===== src/rtl/qed_i_cache.sv =====
`default_nettype none
// qed_i_cache: records original instructions as they issue, then replays them
// in capture order so the QED duplicate stream can run. Filler slots issue NOP.
module qed_i_cache #(
  parameter int unsigned ICACHE_DEPTH = 16,
  parameter logic [31:0] NOP          = 32'h15000000
) (
  input  logic                            clk,
  input  logic                            rst,
  input  logic [31:0]                     ifu_qed_instruction,
  input  logic                            ifu_vld,
  input  logic                            IF_stall,
  input  logic                            exec_dup,
  output logic [31:0]                     qic_qimux_instruction,
  output logic                            vld_out,
  output logic [$clog2(ICACHE_DEPTH):0]   num_orig_insts,
  output logic [$clog2(ICACHE_DEPTH):0]   num_dup_insts,
  output logic                            cache_full,
  output logic                            dup_done
);

  localparam int unsigned PW = $clog2(ICACHE_DEPTH);
  localparam int unsigned CW = PW + 1;
  localparam logic [CW-1:0] FULL_CNT = CW'(ICACHE_DEPTH);

  typedef enum logic [1:0] {
    ST_ORIG = 2'd0,
    ST_DUP  = 2'd1,
    ST_DONE = 2'd2
  } state_t;

  state_t           state_q, state_d;
  logic [PW-1:0]    wr_ptr_q, wr_ptr_d;
  logic [PW-1:0]    rd_ptr_q, rd_ptr_d;
  logic [CW-1:0]    n_orig_q, n_orig_d;
  logic [CW-1:0]    n_dup_q, n_dup_d;
  logic [31:0]      mem_q [ICACHE_DEPTH];
  logic             wr_en;
  logic             full;
  logic             accept;
  logic [31:0]      out_instr;
  logic             out_vld;
  logic             out_done;

  assign full   = (n_orig_q == FULL_CNT);
  assign accept = (state_q == ST_ORIG) & ifu_vld & ~IF_stall & ~full & ~exec_dup;

  always_comb begin
    state_d   = state_q;
    wr_ptr_d  = wr_ptr_q;
    rd_ptr_d  = rd_ptr_q;
    n_orig_d  = n_orig_q;
    n_dup_d   = n_dup_q;
    wr_en     = 1'b0;
    out_instr = NOP;
    out_vld   = 1'b0;
    out_done  = 1'b0;

    case (state_q)
      ST_ORIG: begin
        if (accept) begin
          out_instr = ifu_qed_instruction;
          out_vld   = 1'b1;
          wr_en     = 1'b1;
          wr_ptr_d  = wr_ptr_q + PW'(1);
          n_orig_d  = n_orig_q + CW'(1);
        end else if (exec_dup && !IF_stall && (n_orig_q != '0)) begin
          state_d = ST_DUP;
        end
      end
      ST_DUP: begin
        out_instr = mem_q[rd_ptr_q];
        out_vld   = 1'b1;
        if (!IF_stall) begin
          rd_ptr_d = rd_ptr_q + PW'(1);
          n_dup_d  = n_dup_q + CW'(1);
          if ((n_dup_q + CW'(1)) == n_orig_q) begin
            state_d = ST_DONE;
          end
        end
      end
      ST_DONE: begin
        out_done = 1'b1;
        // Leaving DONE starts a fresh capture window from an empty cache.
        if (!IF_stall && !exec_dup) begin
          state_d  = ST_ORIG;
          wr_ptr_d = '0;
          rd_ptr_d = '0;
          n_orig_d = '0;
          n_dup_d  = '0;
        end
      end
      default: begin
        state_d = ST_ORIG;
      end
    endcase
  end

  always_ff @(posedge clk) begin
    if (rst) begin
      state_q  <= ST_ORIG;
      wr_ptr_q <= '0;
      rd_ptr_q <= '0;
      n_orig_q <= '0;
      n_dup_q  <= '0;
    end else begin
      state_q  <= state_d;
      wr_ptr_q <= wr_ptr_d;
      rd_ptr_q <= rd_ptr_d;
      n_orig_q <= n_orig_d;
      n_dup_q  <= n_dup_d;
    end
  end

  always_ff @(posedge clk) begin
    if (wr_en && !rst) begin
      mem_q[wr_ptr_q] <= ifu_qed_instruction;
    end
  end

  assign qic_qimux_instruction = out_instr;
  assign vld_out               = out_vld;
  assign num_orig_insts        = n_orig_q;
  assign num_dup_insts         = n_dup_q;
  assign cache_full            = full;
  assign dup_done              = out_done;

endmodule
`default_nettype wire

===== config.mk =====
export PLATFORM = sky130hd
export DESIGN_NAME = qed_i_cache
export DESIGN_NICKNAME = d
export VERILOG_FILES = /design/src/rtl/qed_i_cache.sv
export SDC_FILE = /design/constraint.sdc
export NUM_CORES = 1
export LEC_CHECK = 0
export ABC_CLOCK_PERIOD_IN_PS = 4600
export CAP_MARGIN = 20
export CORE_UTILIZATION = 55
export DETAILED_ROUTE_END_ITERATION = 7
export HOLD_SLACK_MARGIN = 0.12
export PLACE_DENSITY = 0.76
export SYNTH_ARGS = -nofsm -noshare
export SYNTH_HDL_FRONTEND = slang
export SYNTH_SLANG_ARGS = --single-unit

===== constraint.sdc =====
create_clock -name clk -period 4.6 [get_ports clk]
set_input_delay 0.69 -clock clk [delete_from_list [all_inputs] [get_ports clk]]
set_output_delay 0.69 -clock clk [all_outputs]
set_load 0.1 [all_outputs]

### Word-level counts from Yosys, hierarchy flattened

Memories as Yosys holds them, arrays and structs flattened. A register that Yosys moved wholly into a read port is not among the register bits.
Index checks and enable logic that the tools add are counted.
Widths: inputs -> output; s select.

* register bits after elaboration: 20
* bits in writable memories: 512
* logic and storage cells: 67
* input bits: 37
* memories kept: 1
* output and inout port bits: 45

* bitwise operators: 7
* muxes and demuxes: 26
* equality and inequality tests: 10
* reduce and logical (&&, ||, !) cells: 14
* add/subtract/negate cells: 4

Memory list
* mem_q: depth 16, width 32, read ports 1, clocked after Yosys merged registers in 1, write ports 1, line 37 `logic [31:0] mem_q [ICACHE_DEPTH];`

Operators with widths (number)
* $pmux 32 s2: 1
* $mux 32: 1
* $mux 4: 5
* $pmux 5 s2: 2
* $pmux 4 s2: 2
* $mux 5: 3
* $add 5x1->5 const B: 2
* $mux 2: 5
* $ne 2x2->1 const B: 5
* $add 4x1->4 const B: 2
* $pmux 2 s3: 1
* $reduce_and 3->1: 2
* $eq 5x5->1: 1
* $eq 5x5->1 const B: 1
* $mux 1: 5
* $reduce_and 5->1: 1
* $reduce_bool 5->1: 1
* $and 1x1->1: 4
* $logic_and 1x1->1: 4
* $reduce_bool 2->1: 2
* $logic_not 1->1: 3
* $not 1->1: 3
* $eq 2x1->1 const B: 1
* $eq 2x2->1 const B: 1
* 3 further kinds: 3

### Depth between registers and ports, before layout

* word-level depth: 10
* mapped depth: 9
* depth with buffers taken out: 7

### Least setup slack after synthesis

Ideal clock, no wire load.

* kind: register -> output
* from: register n_orig_q[4] (netlist: num_orig_insts[4])
* to: output qic_qimux_instruction[24]
* data arrival time: 4.436 ns
* buffers on the path: 2
* required time: 3.910 ns
* path slack: -0.526 ns
* stages on the path, launching flop included: 6
* path through: dfxtp_1 and4bb_4 nor4b_4 buf_4 buf_2 a221oi_1

* word-level cells in the longest chain between the ends: 6

Ends and longest elaborated chain
* start, declared: line 35 `logic [CW-1:0] n_orig_q, n_orig_d;`
* start signal, assigned: line 110 `n_orig_q <= n_orig_d;`
* $eq 5x5->1: line 45 `assign full = (n_orig_q == FULL_CNT);`
* via cache_full: line 18 `output logic cache_full,`
* $not 1->1: line 46 `assign accept = (state_q == ST_ORIG) & ifu_vld & ~IF_stall & ~full & ~exec_dup;`
* $and 1x1->1 (2 in a row): line 46
* $mux 32: line 61 `if (accept) begin`
* $pmux 32 s2: line 59 `case (state_q)`
* end, declared: line 14 `output logic [31:0] qic_qimux_instruction,`

The timed path passes the listed nets, and every way through them passes these cells.

==> flow_summary_export.csv <==
group,metric,value,unit
status,status,"finished clean",
synth,synthArstFlopShare,0,
power,power_density,407,mW/mm2
critical_path,r2r_cells,8,
place,gp_congestion,0.776,
finish,n_antenna_cell,0,
clock_tree,clock_path_buffers,3,
place,dpl_cell_area,0.0231,mm2
sta,hold_viol_final,0,
finish,drive_above_1_share,0.271,
place,hpwl,26500,um
clock_tree,root_buffer,"clkbuf_16",
synth,ys.flop_type,"edfxtp_1",
sta,worst_slew_pin_slew,0.971,ns
synth,synth_edf_count,512,
critical_path,critPathKind,"flip-flop to output port",
synth,yosysMostFrequentCell,"edfxtp_1",
critical_path,crit_cells,7,
sta,tns,0,ns
critical_path,cp_num_buf_inv,2,
sta,max-slew-margin-rel,0.351,
sta,rsz0062_at_grt,"false",
sta,fmax,0.262,GHz
route,wl,46200,um
critical_path,end_kind,"output port",
synth,synth.top_cells.by_count,"edfxtp_1 (512), mux2_2 (100), mux4_2 (70)",
die,design.portCount,82,
critical_path,path_max_fanout,28,
sta,min_period,3.82,ns
sta,finalCritPeriodShare,0.830,
die,coreArea,0.0378,mm2
global_routing,grt-ovfl-total,0,
sta,fin_skew,0.0148,ns
clock_tree,post_cts_resized,0,
route,drc,0,
route,avgRoutedWirePerCell,25.9,um
route,drt_iter0_markers,1005,
sta,slew_violations,0,
synth,ys_ff_latch,536,
die,chipHeight,198,um
power,combPwrFrac,0.049,
clock_tree,post_cts_buffers,0,
route,ant_nets,0,
synth,seq_area_frac_synth,0.748,
synth,synth_cell_types,48,
clock_tree,cts.clk_slew.worst_paths,0.06,ns
critical_path,critical-path-max-stage-delay,0.68,ns
place,io_buffers,81,
clock_tree,cts_made_buffers,51,
critical_path,slowest_stage,"dfxtp_4",
sta,setup_ws,0.781,ns
clock_tree,numClockSinks,536,
global_routing,top_usage_layer,"met2",
synth,synth.area.top_cells,"edfxtp_1 (73%), mux4_2 (7.4%), mux2_2 (5.3%), mux2i_1 (2.4%), dfxtp_1 (2.3%)",
synth,yosys.area.top_type,"edfxtp_1",
power,power.internal,0.00800,W
synth,syn_avg_cell_area,18.9,um2
power,swShare,0.207,
synth,netlist_instances,1123,
clock_tree,holdBufCountCts,0,
global_routing,grt_use_met3,0.0497,
die,die_width,198,um
synth,syn_area,0.0212,mm2
global_routing,antenna_found_initial,0,
die,start_util,0.561,
die,die_area,0.0393,mm2
finish,syn_to_final_growth,17.0,%
die,num_rows,71,
critical_path,path_cells,"nand2b_1 -> buf_4 -> o22ai_1 -> nor3_1 -> a21oi_1 -> o21ai_0 -> buf_12",
clock_tree,worstSkewPairLatency,0.57,ns
synth,synth_top_area_frac,0.725,
finish,final_util,0.657,
power,seqPwrFrac,0.531,
global_routing,grt_pass1_vias,11116,
global_routing,met1_usage,0.343,
synth,syn_nets,1168,
run,drv_cap,0,
power,clkPwrFrac,0.420,
global_routing,grt_use_met2,0.383,
critical_path,required,3.91,ns
min_path,min_path_type,"flip-flop to flip-flop",
sta,finalSetupViolCount,0,
route,routed_via_density,6.21,
route,via_count,11042,
route,firstDrtPassIters,7,
critical_path,crit_family,"simple AND/OR/NAND/NOR gates",
global_routing,grt_pass1_wl,69200,um
power,p_sw,0.00209,W
finish,final_net_count,1272,
power,p_leak,7.62,nW
clock_tree,cts_tree,"built",
min_path,min_path_cells,1,
critical_path,arrival,3.13,ns
critical_path,critPathLaunchType,"flip-flop",
place,post-place-ws,0.808,ns
global_routing,grt_max_degree,54,
finish,final_area,0.0248,mm2
synth,ys_warn_count,0,
clock_tree,h-tree-depth,2,
finish,fillers,2416,
power,ir_worst_vdd,0.268,mV
power,power,0.0101,W
global_routing,gr-usage-all-layers,0.243,
==> worst register-to-register path: cells and delay by family (launching register included) <==
kind / cells / cell delay, ns
flip-flops: 1 / 0.46
AND/OR/NAND/NOR: 5 / 1.84
buffers and inverters: 2 / 0.33
adder cells (fa/ha/maj): 1 / 0.21
==> registers in the layout, indices dropped and copies added, names as in the netlist, named ones only <==
name            flops
mem_q             512
num_dup_insts       5
num_orig_insts      5
rd_ptr_q            4
state_q             2
wr_ptr_q            4
==> layout by cell type (no fill, tap or decap), types with 7 or more instances in the layout <==
cell	n
a21oi_1	38
a32oi_1	7
and2_2	12
buf_12	42
buf_4	25
bufinv_16	7
clkbuf_16	53
clkdlybuf4s50_1	48
clkinv_1	14
clkinv_2	10
dfxtp_1	21
edfxtp_1	512
ha_1	8
mux2_2	100
mux2i_1	50
mux4_2	70
nand2_1	17
nand2b_1	7
nand3_1	10
nor2_1	27
nor3_1	28
o21ai_0	36
o22ai_1	52
xor2_1	10
==> layout make-up <==
class / instances / area, um2 / share of cell area
Sequential cell: 536 / 15900 / 0.639
Multi-Input combinational cell: 518 / 5070 / 0.204
Inverter: 4 / 15.0 / 0.000605
Timing Repair Buffer: 116 / 1520 / 0.0614
Tap cell: 511 / 639 / 0.0258
Clock inverter: 36 / 353 / 0.0142
Clock buffer: 58 / 1350 / 0.0542
==> final timing paths <==
check                                  startpoint                        to  slack (ns)
worst max-delay path                    flip-flop  qic_qimux_instruction[0]        0.78
worst min-delay path             num_dup_insts[4]          num_dup_insts[4]        0.53
worst max register to register  num_orig_insts[0]              mem_q[13][3]        1.44
worst min register to register   num_dup_insts[4]          num_dup_insts[4]        0.53
==> through the flow <==
| stage | hold WS, ns | std cells |
|---|---|---|
| 4_1_cts | 0.535 | 1779 |
| 5_1_grt | 0.570 | 1779 |
| 2_1_floorplan | 0.485 | 1123 |
| 3_5_place_dp | 0.525 | 1685 |
| 3_3_place_gp | 0.511 | 1684 |
| 6_report | 0.527 | 1779 |
==> power by group through the flow <==
stage	Sequential [W]	Clock [W]	Combinational, W
after detailed placement	0.00547	0	0.000491
after floorplan	0.00547	0	0.000268
final	0.00536	0.00424	0.000491
after global placement	0.00547	0	0.000485
after CTS	0.00536	0.00428	0.000493
after global routing	0.00536	0.00447	0.000515
==> layer usage <==
layer | part of all wire | wire (um)
met5 | 0 | 0
met4 | 0.028 | 1270
met3 | 0.085 | 3930
met2 | 0.48 | 22000
met1 | 0.41 | 18900
==> kinds of logic after synthesis <==
kind of cell | share of synthesized area
flops | 0.748
mux | 0.151
compound gates | 0.0413
simple gates | 0.0336
buf+inv | 0.0151
xor+xnor | 0.00620
fa+ha+maj | 0.00472
(Power assumes the default switching activity.)
